`src/rtl/dmem_arbiter_if.sv`:
```
// Bus bundle between the arbiter, its two requesters (core MEM stage and ext loader)
// and the single-port data memory. The arbiter takes the slave view.
interface dmem_arbiter_if #(
  parameter int ADDR_W = 32,
  parameter int DATA_W = 32
);
  logic              core_req;
  logic              core_we;
  logic [ADDR_W-1:0] core_addr;
  logic [DATA_W-1:0] core_wdata;
  logic [DATA_W-1:0] core_rdata;
  logic              core_stall;

  logic              ext_req;
  logic              ext_we;
  logic              ext_lock;
  logic [ADDR_W-1:0] ext_addr;
  logic [DATA_W-1:0] ext_wdata;
  logic              ext_gnt;
  logic [DATA_W-1:0] ext_rdata;
  logic              ext_rvalid;

  logic [ADDR_W-1:0] mem_a;
  logic [DATA_W-1:0] mem_wd;
  logic              mem_we;
  logic [DATA_W-1:0] mem_rd;

  modport slave (
    input  core_req, core_we, core_addr, core_wdata,
    output core_rdata, core_stall,
    input  ext_req, ext_we, ext_lock, ext_addr, ext_wdata,
    output ext_gnt, ext_rdata, ext_rvalid,
    output mem_a, mem_wd, mem_we,
    input  mem_rd
  );

  modport master (
    output core_req, core_we, core_addr, core_wdata,
    input  core_rdata, core_stall,
    output ext_req, ext_we, ext_lock, ext_addr, ext_wdata,
    input  ext_gnt, ext_rdata, ext_rvalid,
    input  mem_a, mem_wd, mem_we,
    output mem_rd
  );
endinterface

```
`src/rtl/dmem_arbiter.sv`:
```
// Data-memory arbiter: core has priority, ext is guaranteed progress by a starvation
// counter and a bounded lock (burst) FSM with a one-cycle cool-down back to the core.
module dmem_arbiter #(
  parameter int ADDR_W       = 32,
  parameter int DATA_W       = 32,
  parameter int STARVE_LIMIT = 4,
  parameter int MAX_LOCK     = 8
) (
  input  logic           clk,
  input  logic           reset_n,
  dmem_arbiter_if.slave  bus
);

  localparam int SW = $clog2(STARVE_LIMIT + 1);
  localparam int LW = $clog2(MAX_LOCK + 1);

  typedef enum logic [1:0] {
    ST_ARB  = 2'd0,
    ST_LOCK = 2'd1,
    ST_COOL = 2'd2
  } state_e;

  state_e            state_q, state_d;
  logic [SW-1:0]     starve_cnt_q, starve_cnt_d;
  logic [LW-1:0]     lock_cnt_q, lock_cnt_d;
  logic              ext_rvalid_q, ext_rvalid_d;
  logic [DATA_W-1:0] ext_rdata_q, ext_rdata_d;

  logic              force_win;
  logic              ext_gnt;
  logic              core_stall;
  logic [ADDR_W-1:0] mem_a;
  logic [DATA_W-1:0] mem_wd;
  logic              mem_we;

  assign force_win = (starve_cnt_q == SW'(STARVE_LIMIT));

  // Grant / stall decision; gated off combinationally while reset is asserted.
  always_comb begin
    // NOTE: every always_comb output gets a default first so no path infers a latch.
    ext_gnt    = 1'b0;
    core_stall = 1'b0;
    unique case (state_q)
      ST_ARB: begin
        ext_gnt    = bus.ext_req & (~bus.core_req | force_win);
        core_stall = bus.core_req & ext_gnt;
      end
      ST_LOCK: begin
        ext_gnt    = bus.ext_req;
        core_stall = bus.core_req;
      end
      default: begin
        ext_gnt    = 1'b0;
        core_stall = 1'b0;
      end
    endcase
    if (!reset_n) begin
      ext_gnt    = 1'b0;
      core_stall = 1'b0;
    end
  end

  // Memory port mux: a stalled core or an ungranted ext never writes.
  always_comb begin
    if (ext_gnt) begin
      mem_a  = bus.ext_addr;
      mem_wd = bus.ext_wdata;
      mem_we = bus.ext_we;
    end else begin
      mem_a  = bus.core_addr;
      mem_wd = bus.core_wdata;
      mem_we = bus.core_we & bus.core_req & ~core_stall;
    end
    if (!reset_n) mem_we = 1'b0;
  end

  // Next-state logic for the FSM, counters and ext read return.
  always_comb begin
    state_d      = state_q;
    lock_cnt_d   = lock_cnt_q;
    starve_cnt_d = starve_cnt_q;
    ext_rvalid_d = 1'b0;
    ext_rdata_d  = ext_rdata_q;

    unique case (state_q)
      ST_ARB: begin
        if (ext_gnt && bus.ext_lock) begin
          state_d    = ST_LOCK;
          lock_cnt_d = LW'(1);
        end
      end
      ST_LOCK: begin
        if (!bus.ext_lock || lock_cnt_q == LW'(MAX_LOCK)) begin
          state_d    = ST_COOL;
          lock_cnt_d = '0;
        end else begin
          lock_cnt_d = lock_cnt_q + LW'(1);
        end
      end
      default: begin
        state_d = ST_ARB;
      end
    endcase

    if (ext_gnt || !bus.ext_req) begin
      starve_cnt_d = '0;
    end else if (!force_win) begin
      starve_cnt_d = starve_cnt_q + SW'(1);
    end

    if (ext_gnt && !bus.ext_we) begin
      ext_rvalid_d = 1'b1;
      ext_rdata_d  = bus.mem_rd;
    end
  end

  always_ff @(posedge clk) begin
    // NOTE: sequential state uses non-blocking assignments so all flops update together.
    if (!reset_n) begin
      state_q      <= ST_ARB;
      starve_cnt_q <= '0;
      lock_cnt_q   <= '0;
      ext_rvalid_q <= 1'b0;
      // NOTE: the read-data register is reset too, so a dropped read never leaks stale data.
      ext_rdata_q  <= '0;
    end else begin
      state_q      <= state_d;
      starve_cnt_q <= starve_cnt_d;
      lock_cnt_q   <= lock_cnt_d;
      ext_rvalid_q <= ext_rvalid_d;
      ext_rdata_q  <= ext_rdata_d;
    end
  end

  assign bus.core_rdata = bus.mem_rd;
  assign bus.core_stall = core_stall;
  assign bus.ext_gnt    = ext_gnt;
  assign bus.ext_rdata  = ext_rdata_q;
  assign bus.ext_rvalid = ext_rvalid_q;
  assign bus.mem_a      = mem_a;
  assign bus.mem_wd     = mem_wd;
  assign bus.mem_we     = mem_we;

endmodule

```
`src/flat_wrapper.sv`:
```
// flat-port wrapper written by rule: the top's interface ports become plain ports
module dmem_arbiter_flat 
#(
  parameter int ADDR_W       = 32,
  parameter int DATA_W       = 32,
  parameter int STARVE_LIMIT = 4,
  parameter int MAX_LOCK     = 8
)
  (clk, reset_n, bus_core_req, bus_core_we, bus_core_addr, bus_core_wdata, bus_core_rdata, bus_core_stall, bus_ext_req, bus_ext_we, bus_ext_lock, bus_ext_addr, bus_ext_wdata, bus_ext_gnt, bus_ext_rdata, bus_ext_rvalid, bus_mem_a, bus_mem_wd, bus_mem_we, bus_mem_rd);
  dmem_arbiter_if #(.ADDR_W(ADDR_W), .DATA_W(DATA_W)) bus_i ();
  input  logic clk;
  input  logic reset_n;
  input wire logic [$bits(bus_i.core_req)-1:0] bus_core_req;
  input wire logic [$bits(bus_i.core_we)-1:0] bus_core_we;
  input wire logic [$bits(bus_i.core_addr)-1:0] bus_core_addr;
  input wire logic [$bits(bus_i.core_wdata)-1:0] bus_core_wdata;
  output wire logic [$bits(bus_i.core_rdata)-1:0] bus_core_rdata;
  output wire logic [$bits(bus_i.core_stall)-1:0] bus_core_stall;
  input wire logic [$bits(bus_i.ext_req)-1:0] bus_ext_req;
  input wire logic [$bits(bus_i.ext_we)-1:0] bus_ext_we;
  input wire logic [$bits(bus_i.ext_lock)-1:0] bus_ext_lock;
  input wire logic [$bits(bus_i.ext_addr)-1:0] bus_ext_addr;
  input wire logic [$bits(bus_i.ext_wdata)-1:0] bus_ext_wdata;
  output wire logic [$bits(bus_i.ext_gnt)-1:0] bus_ext_gnt;
  output wire logic [$bits(bus_i.ext_rdata)-1:0] bus_ext_rdata;
  output wire logic [$bits(bus_i.ext_rvalid)-1:0] bus_ext_rvalid;
  output wire logic [$bits(bus_i.mem_a)-1:0] bus_mem_a;
  output wire logic [$bits(bus_i.mem_wd)-1:0] bus_mem_wd;
  output wire logic [$bits(bus_i.mem_we)-1:0] bus_mem_we;
  input wire logic [$bits(bus_i.mem_rd)-1:0] bus_mem_rd;
  assign bus_i.core_req = bus_core_req;
  assign bus_i.core_we = bus_core_we;
  assign bus_i.core_addr = bus_core_addr;
  assign bus_i.core_wdata = bus_core_wdata;
  assign bus_core_rdata = bus_i.core_rdata;
  assign bus_core_stall = bus_i.core_stall;
  assign bus_i.ext_req = bus_ext_req;
  assign bus_i.ext_we = bus_ext_we;
  assign bus_i.ext_lock = bus_ext_lock;
  assign bus_i.ext_addr = bus_ext_addr;
  assign bus_i.ext_wdata = bus_ext_wdata;
  assign bus_ext_gnt = bus_i.ext_gnt;
  assign bus_ext_rdata = bus_i.ext_rdata;
  assign bus_ext_rvalid = bus_i.ext_rvalid;
  assign bus_mem_a = bus_i.mem_a;
  assign bus_mem_wd = bus_i.mem_wd;
  assign bus_mem_we = bus_i.mem_we;
  assign bus_i.mem_rd = bus_mem_rd;
  dmem_arbiter #(.ADDR_W(ADDR_W), .DATA_W(DATA_W), .STARVE_LIMIT(STARVE_LIMIT), .MAX_LOCK(MAX_LOCK)) u_core (.clk(clk), .reset_n(reset_n), .bus(bus_i));
endmodule
```
`config.mk`:
```
export PLATFORM = sky130hd
export DESIGN_NAME = dmem_arbiter_flat
export DESIGN_NICKNAME = d
export VERILOG_FILES = /design/src/rtl/dmem_arbiter_if.sv /design/src/rtl/dmem_arbiter.sv /design/src/flat_wrapper.sv
export SDC_FILE = /design/constraint.sdc
export NUM_CORES = 1
export LEC_CHECK = 0
export ABC_AREA = 1
export CORE_AREA = 5 5 112 114
export DETAILED_ROUTE_END_ITERATION = 12
export DIE_AREA = 0 0 117 119
export HOLD_SLACK_MARGIN = 0.05
export PLACE_DENSITY = 0.78
export SLEW_MARGIN = 20
export SYNTH_ARGS = -nofsm -noshare
export SYNTH_HDL_FRONTEND = slang
export SYNTH_SLANG_ARGS = --single-unit
```
`constraint.sdc`:
```
create_clock -name clk -period 2.1 [get_ports clk]
set_input_delay 0.21 -clock clk [delete_from_list [all_inputs] [get_ports clk]]
set_output_delay 0.21 -clock clk [all_outputs]
set_load 0.01 [all_outputs]
```
# Yosys cells after proc, flatten, opt, wreduce, memory -nomap -nowiden
# Index checks and enable logic that the tools add are counted.
dict set report totals {
  register_bits 42
  latchBits 0
  ram_bits 0
  rom_bits 0
  inputBits 167
  out_inout_bits 132
  word_cells 47
  n_memories 0
}
dict set report op_classes {
  n_addsub 2
  n_mul 0
  n_div 0
  order_cmp 0
  eq_ne 5
  shift 0
  n_mux 15
  n_bitwise 8
  reduce_logical 12
}
# cell n
set op_table {}
lappend op_table {{32-bit 2-to-1 mux} 2}
lappend op_table {{4-bit 2-to-1 mux} 2}
lappend op_table {{4-bit case mux with 2 select lines} 1}
lappend op_table {{1-bit 2-to-1 mux} 5}
lappend op_table {{4-bit by 1-bit adder with 4-bit output (second input constant)} 1}
lappend op_table {{1-bit AND} 4}
lappend op_table {{4-bit == test (second input constant)} 1}
lappend op_table {{2-bit 2-to-1 mux} 2}
lappend op_table {{2-bit by 1-bit != test with 1-bit output (second input constant)} 2}
lappend op_table {{1-bit case mux with 2 select lines} 2}
lappend op_table {{2-bit case mux with 2 select lines} 1}
lappend op_table {{2-bit AND reduction} 2}
lappend op_table {{3-bit by 1-bit adder with 3-bit output (second input constant)} 1}
lappend op_table {{3-bit == test (second input constant)} 1}
lappend op_table {{1-bit logical NOT} 3}
lappend op_table {{1-bit NOT} 3}
lappend op_table {{2-bit by 1-bit == test with 1-bit output (second input constant)} 1}
lappend op_table {{1-bit logical AND} 2}
lappend op_table {{2-bit logical NOT} 1}
lappend op_table {{1-bit logical OR} 2}
lappend op_table {{2-bit nonzero test} 1}
lappend op_table {{2-bit OR reduction} 1}
lappend op_table {{1-bit bitwise OR} 1}

# Logic depth before layout (Yosys ltp)
dict set report logic_depth {
  word_depth 10
  mapped_depth 12
  ltp_nobuf 10
}

# Worst setup path before layout
# Ideal clock, no wire load.
dict set report synth_path {
  path_kind {reg-to-output}
  start {register u_core.starve_cnt_q[0]}
  end {output port bus_mem_we}
  arrival_ps 1507
  t_required_ps 1890
  slack_ps 383
  path_stages_with_launch 12
  path_buffers 2
  cell_sequence {dfxtp_1 inv_1 ha_1 nand2_2 nand3_1 nand2_2 inv_2 nand2_2 buf_6 buf_4 nand2_1 a21oi_1}
}
dict set report synth_between {
  elab_chain_len 10
  word_cells_on_any_way 12
  cone_classes {1 x eq/ne; 6 x mux; 5 x bitwise}
}
# element line_no
set synth_rtl {}
lappend synth_rtl {{from (decl)} dmem_arbiter.sv:24} ;# logic [SW-1:0] starve_cnt_q, starve_cnt_d;
lappend synth_rtl {{from (signal assigned)} dmem_arbiter.sv:128} ;# starve_cnt_q <= starve_cnt_d;
lappend synth_rtl {{3-bit == test (*)} dmem_arbiter.sv:36} ;# assign force_win = (starve_cnt_q == SW'(STARVE_LIMIT));
lappend synth_rtl {{1-bit bitwise OR (*)} dmem_arbiter.sv:45} ;# ext_gnt = bus.ext_req & (~bus.core_req | force_win);
lappend synth_rtl {{1-bit AND (*)} dmem_arbiter.sv:45}
lappend synth_rtl {{1-bit AND} dmem_arbiter.sv:46} ;# core_stall = bus.core_req & ext_gnt;
lappend synth_rtl {{1-bit case mux with 2 select lines} dmem_arbiter.sv:43} ;# unique case (state_q)
lappend synth_rtl {{1-bit 2-to-1 mux} dmem_arbiter.sv:57} ;# if (!reset_n) begin
lappend synth_rtl {{1-bit NOT} dmem_arbiter.sv:72} ;# mem_we = bus.core_we & bus.core_req & ~core_stall;
lappend synth_rtl {{1-bit AND} dmem_arbiter.sv:72}
lappend synth_rtl {{1-bit 2-to-1 mux (*)} dmem_arbiter.sv:65} ;# if (ext_gnt) begin
lappend synth_rtl {{1-bit 2-to-1 mux (*)} dmem_arbiter.sv:74} ;# if (!reset_n) mem_we = 1'b0;
lappend synth_rtl {{to (decl)} flat_wrapper.sv:29} ;# output wire logic [$bits(bus_i.mem_we)-1:0] bus_mem_we;
# Every way passes the cells marked *; elsewhere a longest branch is shown, timed or not.

# Worst setup path after layout
dict set report layout_path {
  start {input port bus_ext_req}
  end {output port bus_mem_wd[0]}
}
dict set report layout_between {
  elab_chain_len 4
}
# element line_no
set layout_rtl {}
lappend layout_rtl {{from (decl)} flat_wrapper.sv:19} ;# input wire logic [$bits(bus_i.ext_req)-1:0] bus_ext_req;
lappend layout_rtl {{1-bit AND} dmem_arbiter.sv:45}
lappend layout_rtl {{1-bit case mux with 2 select lines (*)} dmem_arbiter.sv:43}
lappend layout_rtl {{1-bit 2-to-1 mux (*)} dmem_arbiter.sv:57}
lappend layout_rtl {{32-bit 2-to-1 mux (*)} dmem_arbiter.sv:65}
lappend layout_rtl {{to (decl)} flat_wrapper.sv:28} ;# output wire logic [$bits(bus_i.mem_wd)-1:0] bus_mem_wd;
# Marked as above.

==> reports/results.tsv <==
metric	value	unit
Longest Clk Path Bufs	2	
die height	119	um
clock skew after layout	0.007517	ns
initial DRC count	201	
most frequent cell on the critical path	nand2_1	
hold buffer count at CTS	0	
count of endpoints failing setup in the final report	0	
Final Non-Filler Cells	932	
first-pass GRT wire length	19290	um
remaining global-route overflow	0	
startpoint of the lowest-slack register-to-register path	u_core.starve_cnt_q[0]	
number of global-route vias before repair	3590	
Max stage delay cell, worst path	clkdlybuf4s50_1	
top-area cell type share of the netlist area	0.3427	
highest net fanout along the worst path	21	
register bit count reported by yosys	42	
worst hold path class	reg -> reg	
floorplan row count	39	
top post-synthesis cells by area	nand2_1, dfxtp_1, buf_4	
Synth Instances	518	
critical path class	in -> out	
setup TNS	0	ns
worst slew slack as a fraction of its limit	0.7089	
final weighted congestion of routability-driven global placement	0.8512	
remaining antenna violation count	0	
critical path capture point	bus_mem_wd[0]	
Clock Latency Late Sink	0.28	ns
initial antenna violation count	0	
final cell utilization of the core	0.5284	
share of the clock period used by the worst path after layout	0.9415	
number of hold-slack violations in the final timing report	0	
crit path from	bus_ext_req	
library cells used by synthesis	21	
RSZ-0062 raised after global routing	false	
endpoint of the lowest-slack register-to-register path	u_core.bus.ext_rdata[13]	
warnings from Yosys	0	
floorplan core area	11320	um2
status	finished, final reports clean	
IO Count	299	
met2 track demand over resource in global routing	0.3158	
via count	3842	
drt total wl	13220	um
global routing usage on met3	0.04108	
reported leakage power	2.968	nW
flop2flop setup slack	0.27	ns
required time at the endpoint of the critical path	1.89	ns
Final Max Tran Viols	0	
master cell of the clock root buffer	clkbuf_16	
GRT Resource Usage Total	0.1752	
post-layout minimum cycle time	1.977	ns
CP Cell Sequence	clkdlybuf4s50_1 -> inv_1 -> nor2_4 -> nand2_8 -> inv_6 -> buf_12 -> nand2_1 -> nand2_1 -> dlygate4sd2_1	
arrival time reported for the critical path endpoint	1.77	ns
met1 global-route usage	0.2093	
Post-layout nets	959	
largest stage delay on the critical path	0.51	ns
type of element launching the critical path	input pin	
Worst-Margin Slew	0.4366	ns
netlist area before placement	2892	um2
fraction of final layout cells sized beyond drive strength 1	0.07858	
placed cell count	919	
count of buffers from port buffering	298	
maximum number of pins on one net before global-route repair	66	
starting density of the core	0.2554	
maximum capacitance violations	0	
die outline area	13920	um2
Synthesized Nets	689	
post-route setup slack	0.1228	ns
Worst Reg-to-Reg Cells	12	
CTS H-tree depth	2	
area grow syn2layout	106.9	%
number of buffers added by the clock tree synthesis step	5	
highest ir drop seen on vdd	0.0002624	V
half-perimeter wire length after placement	10540	um
iteration count of the initial detailed-routing pass	4	
CTS tree	built	
via/cell ratio	4.122	
DP Worst Slack	-0.1677	ns
Fmax achieved	0.5058	GHz
Reg clk slew, reported paths	0.06	ns
kind of end point of the critical path	output pin	
area leader, netlist	nand2_1	
mean post-synth cell area	5.582	um2
x dimension of the die	117	um
final routed DRC violation total	0	
GR peak layer	met2	
number of cells on the worst hold path	4	
ANT cells	0	
share of the yosys chip area belonging to registers	0.2908	
PwrDens	422.3	nW/um2
Sink Count	42	
Wirelength per Cell	14.18	um
stage by stage:
stage,total power [W],hold WS [ns],area [um2]
detailed placement,0.001847,0.4977,5847
floorplan,0.001194,0.3449,2892
finish,0.002526,0.5083,5982
CTS,0.002578,0.5113,6063
global placement,0.001840,0.4967,5847
global route,0.002672,0.5306,5982
layout make-up:
| type | instances | area [um2] |
|---|---|---|
| clock inverter | 2 | 13.76 |
| tap | 143 | 178.9 |
| fill | 1126 | 5339 |
| multi-input combinational | 369 | 1520 |
| inverter | 50 | 192.7 |
| timing repair buffer | 320 | 3107 |
| sequential | 42 | 840.8 |
| clock buffer | 6 | 128.9 |
critical path: cells and delay by family:
family / cells / cell delay, ns
buf+inv: 5 / 1.13
simple gates: 4 / 0.41
report_power, final:
group          internal (W)  switching, W
clock              0.000441      0.000302
combinational      0.000568      0.000376
sequential         0.000825     0.0000139
registers in the layout (all words and copies together), names as in the netlist:
signal / count
u_core.bus.ext_rdata: 32
u_core.bus.ext_rvalid: 1
u_core.lock_cnt_q: 4
u_core.starve_cnt_q: 3
u_core.state_q: 2
cell usage in the layout (no fill, tap or decap), types with 2 or more instances in the layout:
master           netlist  routed
clkdlybuf4s50_1        0     231
a21oi_1                7       7
clkbuf_2               0      24
dlygate4sd2_1          0      14
ha_1                   4       3
clkbuf_16              0       5
nand3_1               14      13
dfxtp_1               42      42
buf_4                 34      15
buf_12                 0       3
xor2_1                 2       2
buf_16                 0       3
inv_1                 49      49
nor2_1                66      66
nand4_1                2       2
clkdlybuf4s15_1        0      28
nand2_1              264     264
nand2_2                4       3
synth_stat cells:
cell	number
dfxtp_1	42
o21ai_0	2
buf_1	2
xor2_1	2
ha_1	4
inv_2	1
a21boi_0	1
xnor2_1	1
buf_6	2
nand3_1	14
clkbuf_1	7
nor2_4	1
buf_2	12
buf_4	34
nand4_1	2
nor2_1	66
nand2_1	264
inv_1	49
nor3_1	1
a21oi_1	7
nand2_2	4
layer usage:
| layer | wire, um | vias to the layer above | part of all wire |
|---|---|---|---|
| met4 | 154 | 0 | 0.012 |
| met2 | 6651 | 146 | 0.50 |
| met1 | 5219 | 1650 | 0.39 |
| met3 | 1194 | 12 | 0.090 |
| met5 | 0 | - | 0 |
| li1 | - | 2034 | - |
cell families after synthesis:
kind of cell             Yosys count  synth area share
buffers and inverters            107            0.1934
adder cells (fa/ha/maj)            4           0.01731
XOR/XNOR                           3          0.009089
flip-flops                        42            0.2908
AO/OA/AOI/OAI                     10           0.01817
AND/OR/NAND/NOR                  352            0.4712
timing repair:
item / CTS / global route
pin swaps: 2 / 0
resized for setup: 93 / 65
cloned: 3 / 0
setup endpoints to repair: 67 / 74
setup buffers: 2 / 0
endpoints found under the hold margin: 0 / 0
worst min path at each step:
stage                        startpoint                  endpoint  slack [ns]
2_1_floorplan             bus_mem_rd[0]   u_core.bus.ext_rdata[0]        0.34
3_3_place_gp   u_core.bus.ext_rdata[22]  u_core.bus.ext_rdata[22]        0.50
3_5_place_dp   u_core.bus.ext_rdata[28]  u_core.bus.ext_rdata[28]        0.50
4_1_cts        u_core.bus.ext_rdata[28]  u_core.bus.ext_rdata[28]        0.51
5_1_grt            u_core.lock_cnt_q[3]      u_core.lock_cnt_q[3]        0.53
6_report       u_core.bus.ext_rdata[28]  u_core.bus.ext_rdata[28]        0.51
No activity file was read; power rests on OpenSTA's default activity.
==> RTL change 1, RTL diff (same settings) <==
`STARVE_LIMIT` is set to 4 in 2 places; all go to 16.
--- a/src/rtl/dmem_arbiter.sv
+++ b/src/rtl/dmem_arbiter.sv
@@ -5,3 +5,3 @@
   parameter int DATA_W       = 32,
-  parameter int STARVE_LIMIT = 4,
+  parameter int STARVE_LIMIT = 16,
   parameter int MAX_LOCK     = 8
--- a/src/flat_wrapper.sv
+++ b/src/flat_wrapper.sv
@@ -5,3 +5,3 @@
   parameter int DATA_W       = 32,
-  parameter int STARVE_LIMIT = 4,
+  parameter int STARVE_LIMIT = 16,
   parameter int MAX_LOCK     = 8
Behaviour: not the same (a bounded check fails within 10 cycles, from zero or initial values and one cycle with reset_n low).
==> RTL change 1 against the original RTL <==
  * Critical path depth is 3 higher
  * Sequential cell count is 2 higher
  * Register-to-register slack worse by 0.07 ns
  * Cell area is 1.7% higher
  * Worst setup slack worse by 0.027 ns
  * Routed wire length is 4.2% higher
  * Area after synthesis is 4.6% higher
  * Total power is 3.7% higher
  * Largest power group unchanged
  * Highest routed layer unchanged
==> RTL change 1: results (changes against the original RTL) <==
Placed design
The placed wire-length estimate after detailed placement is 10720 um (was 10540 um). The area of placed instances is 5977 um2 (was 5847 um2). The total instance count after detailed placement is 936 (was 919).

Synth
The complex-gate fraction of the synthesized area is 0.01572 (was 0.01817). The number of different library cells in the post-synthesis netlist is 25 (was 21). The xor and xnor area share after synthesis is 0.008685 (was 0.009087). Most numerous cell types in the synthesized netlist: sky130_fd_sc_hd__nand2_1, sky130_fd_sc_hd__nor2_1, sky130_fd_sc_hd__inv_1 (unchanged). The total nets after synthesis came to 703 (was 689). The sequential-to-total area share from yosys stat was 0.2911 (was 0.2908). Top area cells in the synthesized netlist: sky130_fd_sc_hd__nand2_1, sky130_fd_sc_hd__dfxtp_1, sky130_fd_sc_hd__buf_4 (unchanged).

Timing
The worst hold-check slack is 0.4948 ns (was 0.5083 ns). The final setup skew came to 0.002564 ns (was 0.007517 ns). The transition time at the pin with the least slew margin is 0.6437 ns (was 0.4366 ns).

Layout
The share of layout cells above drive strength 1 came to 0.1384 (was 0.07858). The post-layout net count was 980 (was 959).

Global routing
The wire length of the first global-routing pass is 19510 um (was 19290 um). The via count of the first global-routing pass was 3610 (was 3590).

Drt
The mean routed wirelength per cell came to 14.47 um (was 14.18 um). The via density per instance was 4.120 (was 4.122). The initial detailed-routing violation count is 258 (was 201).

Worst setup path
The worst-path maximum fanout is 7 (was 21). The delay of the slowest cell on the worst path is 0.33 ns (was 0.51 ns). The critical path's top delay family is simple AND/OR/NAND/NOR gates (was buffers and inverters). The critical-path cell with the highest stage delay was sky130_fd_sc_hd__dfxtp_2 (was sky130_fd_sc_hd__clkdlybuf4s50_1). The data arrival time of the critical path is 1.79 ns (was 1.77 ns).

Outcome
Status: completed (unchanged).

Min path
The number of cells on the worst hold path is 2 (was 4).
## RTL change 1: cell count changes in the layout (fill, tap and decap cells not counted), moves of 3 or more
cell and change:
sky130_fd_sc_hd__clkbuf_16 +4, sky130_fd_sc_hd__clkdlybuf4s15_2 +5, sky130_fd_sc_hd__nand2_1 +4, sky130_fd_sc_hd__buf_2 +8, sky130_fd_sc_hd__dlygate4sd2_1 -12, sky130_fd_sc_hd__nor2_1 +5
sky130_fd_sc_hd__buf_6 +3, sky130_fd_sc_hd__clkbuf_2 +23, sky130_fd_sc_hd__clkdlybuf4s15_1 -25
## RTL change 1: power breakdown
| group | total [uW] | switching (uW) | internal, uW |
|---|---|---|---|
| clock network | 794 | 295 | 499 |
| logic | 949 | 388 | 561 |
| registers | 877 | 13.9 | 863 |
| total | 2620 | 697 | 1920 |
## RTL change 1: path summary, 6_finish.rpt
path / start / slack (ns) / to
min reg2reg: u_core.starve_cnt_q[3] / 0.49 / u_core.starve_cnt_q[3]
max: u_core.starve_cnt_q[0] / 0.1 / bus_mem_wd[22]
max reg2reg: u_core.starve_cnt_q[0] / 0.20 / u_core.bus.ext_rdata[16]
min: u_core.starve_cnt_q[3] / 0.49 / u_core.starve_cnt_q[3]
## RTL change 1: metal layers
| metal | track usage | wire [um] | vias up |
|---|---|---|---|
| li1 | - | - | 2095 |
| met1 | 0.2192 | 5367 | 1661 |
| met2 | 0.3037 | 6901 | 151 |
| met3 | 0.04310 | 1251 | 15 |
| met4 | 0.04158 | 253 | 0 |
| met5 | 0 | 0 | - |
## RTL change 1: worst reg2reg max path: cells and delay by family, from the launching register on
family / cells / cell delay, ns
buffers and inverters: 4 / 0.75
adders and majority gates: 1 / 0.17
and+or+nand+nor: 7 / 0.54
DFF: 1 / 0.33
## RTL change 1: logic make-up after synthesis
kind of cell | count (synthesis)
DFF | 44
xor gates and xnor gates | 3
and+or+nand+nor | 365
buffers and inverters | 107
AOI/OAI and AO/OA | 9
adders and majority gates | 4
## RTL change 1: area by class of cell
cell class	instances	share of cell area
clock buffer	7	0.02508
inverter	50	0.03289
multi-input combinational	381	0.2607
sequential	44	0.1449
tap	143	0.02940
timing repair buffer	326	0.5056
timing repair inverter	1	0.001439
## RTL change 1: through the flow
stage / utilization / TNS (ns)
detailed placement: 0.5280 / -9.860
floorplan: - / 0
finish: 0.5376 / 0
CTS: 0.5439 / -0.001841
global placement: 0.5280 / -8.662
global route: 0.5376 / -0.2111
## RTL change 1: timing repair
action / in CTS / in global routing
endpoints found under the hold margin: 0 / 0
pin swaps: 0 / 2
cloned: 1 / 7
buffers inserted: 0 / 1
resized for setup: 116 / 109
endpoints found under the setup margin: 67 / 99
==> RTL change 2, RTL diff (config.mk and constraints unchanged) <==
Without the edit above. Re-encode `state_e` (3 states) as one-hot, 3 bits wide.
--- a/src/rtl/dmem_arbiter.sv
+++ b/src/rtl/dmem_arbiter.sv
@@ -16,6 +16,6 @@
 
-  typedef enum logic [1:0] {
-    ST_ARB  = 2'd0,
-    ST_LOCK = 2'd1,
-    ST_COOL = 2'd2
+  typedef enum logic [2:0] {
+    ST_ARB  = 3'b001,
+    ST_LOCK = 3'b010,
+    ST_COOL = 3'b100
   } state_e;
Check against the original RTL: no difference found for any inputs over 10 cycles, from zero or initial values and one cycle with reset_n low; not proved beyond that.
==> RTL change 2 against the original RTL <==
  * Cell count is 2.0% higher
  * Routed wire length is 14% higher
  * Area after synthesis is 1.9% higher
  * Sequential cell count is 1 higher
  * Total power is 3.9% higher
  * Cell area is 2.2% higher
  * Worst setup slack worse by 0.098 ns
  * Synthesized cell count is 1.4% higher
  * Largest cell class unchanged
==> RTL change 2: results (changes against the original RTL) <==
Outcome
Status: completed (unchanged).

Placed design
The pre-CTS setup slack is -0.2045 ns (was -0.1677 ns). The area of placed instances is 5961 um2 (was 5847 um2). The total instance count after detailed placement is 934 (was 919).

The placed wire-length estimate after detailed placement is 12230 um (was 10540 um). The placer congestion estimate is 0.8468 (was 0.8512).

Drt
The mean routed wirelength per cell is 15.88 um (was 14.18 um).

Worst setup path
The data arrival time of the critical path was 1.87 ns (was 1.77 ns). The category of the worst setup path launch point is a register (was input port). The delay of the slowest cell on the worst path is 0.32 ns (was 0.51 ns).

The critical-path cell with the highest stage delay is sky130_fd_sc_hd__dfxtp_2 (was sky130_fd_sc_hd__clkdlybuf4s50_1). The worst-path maximum fanout is 10 (was 21). The endpoint of the worst-slack reg-to-reg timing path is u_core.bus.ext_rdata[20] (was u_core.bus.ext_rdata[13]). The setup slack on the worst flop-to-flop path came to 0.14 ns (was 0.27 ns). The launch instance of the worst register-to-register path is u_core.starve_cnt_q[1] (was u_core.starve_cnt_q[0]).

Layout
The post-layout net count came to 978 (was 959). The final instance count without filler cells came to 951 (was 932). The total of fill cells in the finished design came to 1108 (was 1126).

Synth
The number of instances in the synthesized netlist is 525 (was 518). Top area cells in the synthesized netlist: sky130_fd_sc_hd__nand2_1, sky130_fd_sc_hd__dfxtp_1, sky130_fd_sc_hd__buf_4 (unchanged). The xor and xnor area share after synthesis is 0.008913 (was 0.009087). The sequential-to-total area share from yosys stat is 0.2920 (was 0.2908). Most numerous cell types in the synthesized netlist: sky130_fd_sc_hd__nand2_1, sky130_fd_sc_hd__nor2_1, sky130_fd_sc_hd__inv_1 (unchanged). The total nets after synthesis is 696 (was 689). The area share of fa/ha/maj cells after synthesis is 0.01698 (was 0.01731).

Timing
The final setup skew is 0.007028 ns (was 0.007517 ns). The transition time at the pin with the least slew margin is 0.4485 ns (was 0.4366 ns).

Global routing
The via count of the first global-routing pass is 3848 (was 3590). The wire length of the first global-routing pass is 21420 um (was 19290 um).

Power and ir drop
The leakage power figure was 0.003071 uW (was 0.002968 uW).
## RTL change 2: cell types whose count changed in the layout (fill, tap and decap cells not counted), moves of 3 or more
cell / unedited run / this run
sky130_fd_sc_hd__buf_2: 1 / 51
sky130_fd_sc_hd__clkdlybuf4s15_1: 28 / 1
sky130_fd_sc_hd__clkbuf_2: 24 / 0
sky130_fd_sc_hd__dlygate4sd2_1: 14 / 1
sky130_fd_sc_hd__buf_6: 1 / 13
sky130_fd_sc_hd__nand2_2: 3 / 15
sky130_fd_sc_hd__buf_4: 15 / 25
sky130_fd_sc_hd__nand2_1: 264 / 256
sky130_fd_sc_hd__nand3_1: 13 / 10
sky130_fd_sc_hd__o21ai_0: 1 / 4
## RTL change 2: cell families (layout without fill, tap and decap cells)
group	Yosys count	after routing
compound gates	13	13
xor+xnor	3	3
fa+ha+maj	4	4
buf+inv	107	390
flops	43	43
simple gates	355	355
## RTL change 2: what timing repair did
action,in CTS,in global routing
pin swaps,3,4
gates cloned,2,1
resized for setup,280,35
buffers inserted,3,3
endpoints found under the setup margin,67,99
## RTL change 2: worst min path at each step
stage | startpoint | endpoint | slack (ns) | depth (start not counted)
2_1_floorplan | bus_mem_rd[0] | u_core.bus.ext_rdata[0] | 0.34 | 2
3_3_place_gp | u_core.bus.ext_rdata[17] | u_core.bus.ext_rdata[17] | 0.50 | 4
3_5_place_dp | u_core.bus.ext_rdata[14] | u_core.bus.ext_rdata[14] | 0.50 | 4
4_1_cts | u_core.bus.ext_rdata[14] | u_core.bus.ext_rdata[14] | 0.51 | 4
5_1_grt | u_core.bus.ext_rdata[31] | u_core.bus.ext_rdata[31] | 0.53 | 4
6_report | u_core.bus.ext_rdata[7] | u_core.bus.ext_rdata[7] | 0.51 | 4
## RTL change 2: area by class of cell
cell class,count,area (um2),area share
clock buffers,7,142.6,0.02334
multi-input cells,375,1588,0.2598
clock inverters,1,8.758,0.001433
well taps,143,178.9,0.02927
flip-flops and latches,43,863.3,0.1412
inverters,50,195.2,0.03193
repair buffers,332,3136,0.5130
## RTL change 2: routing by layer
layer	GRT usage	vias to the layer above	wire length, um
met2	0.3549	172	7411
met5	0	-	76
met4	0.05591	6	435
met1	0.2120	1728	5379
li1	-	2077	-
met3	0.08114	26	1798
## RTL change 2: power groups by stage
stage               Combinational [uW]  Sequential [uW]  Clock, uW
finish                             992              855        778
global route                      1070              858        851
CTS                                972              855        809
detailed placement                1010              873          0
global placement                  1010              872          0
floorplan                          323              884          0
## RTL change 2: worst reg2reg max path: cells and delay by family (launching register included)
family	cells	cell delay (ns)
fa+ha+maj	1	0.16
buf+inv	4	0.72
simple gates	8	0.66
flops	1	0.32
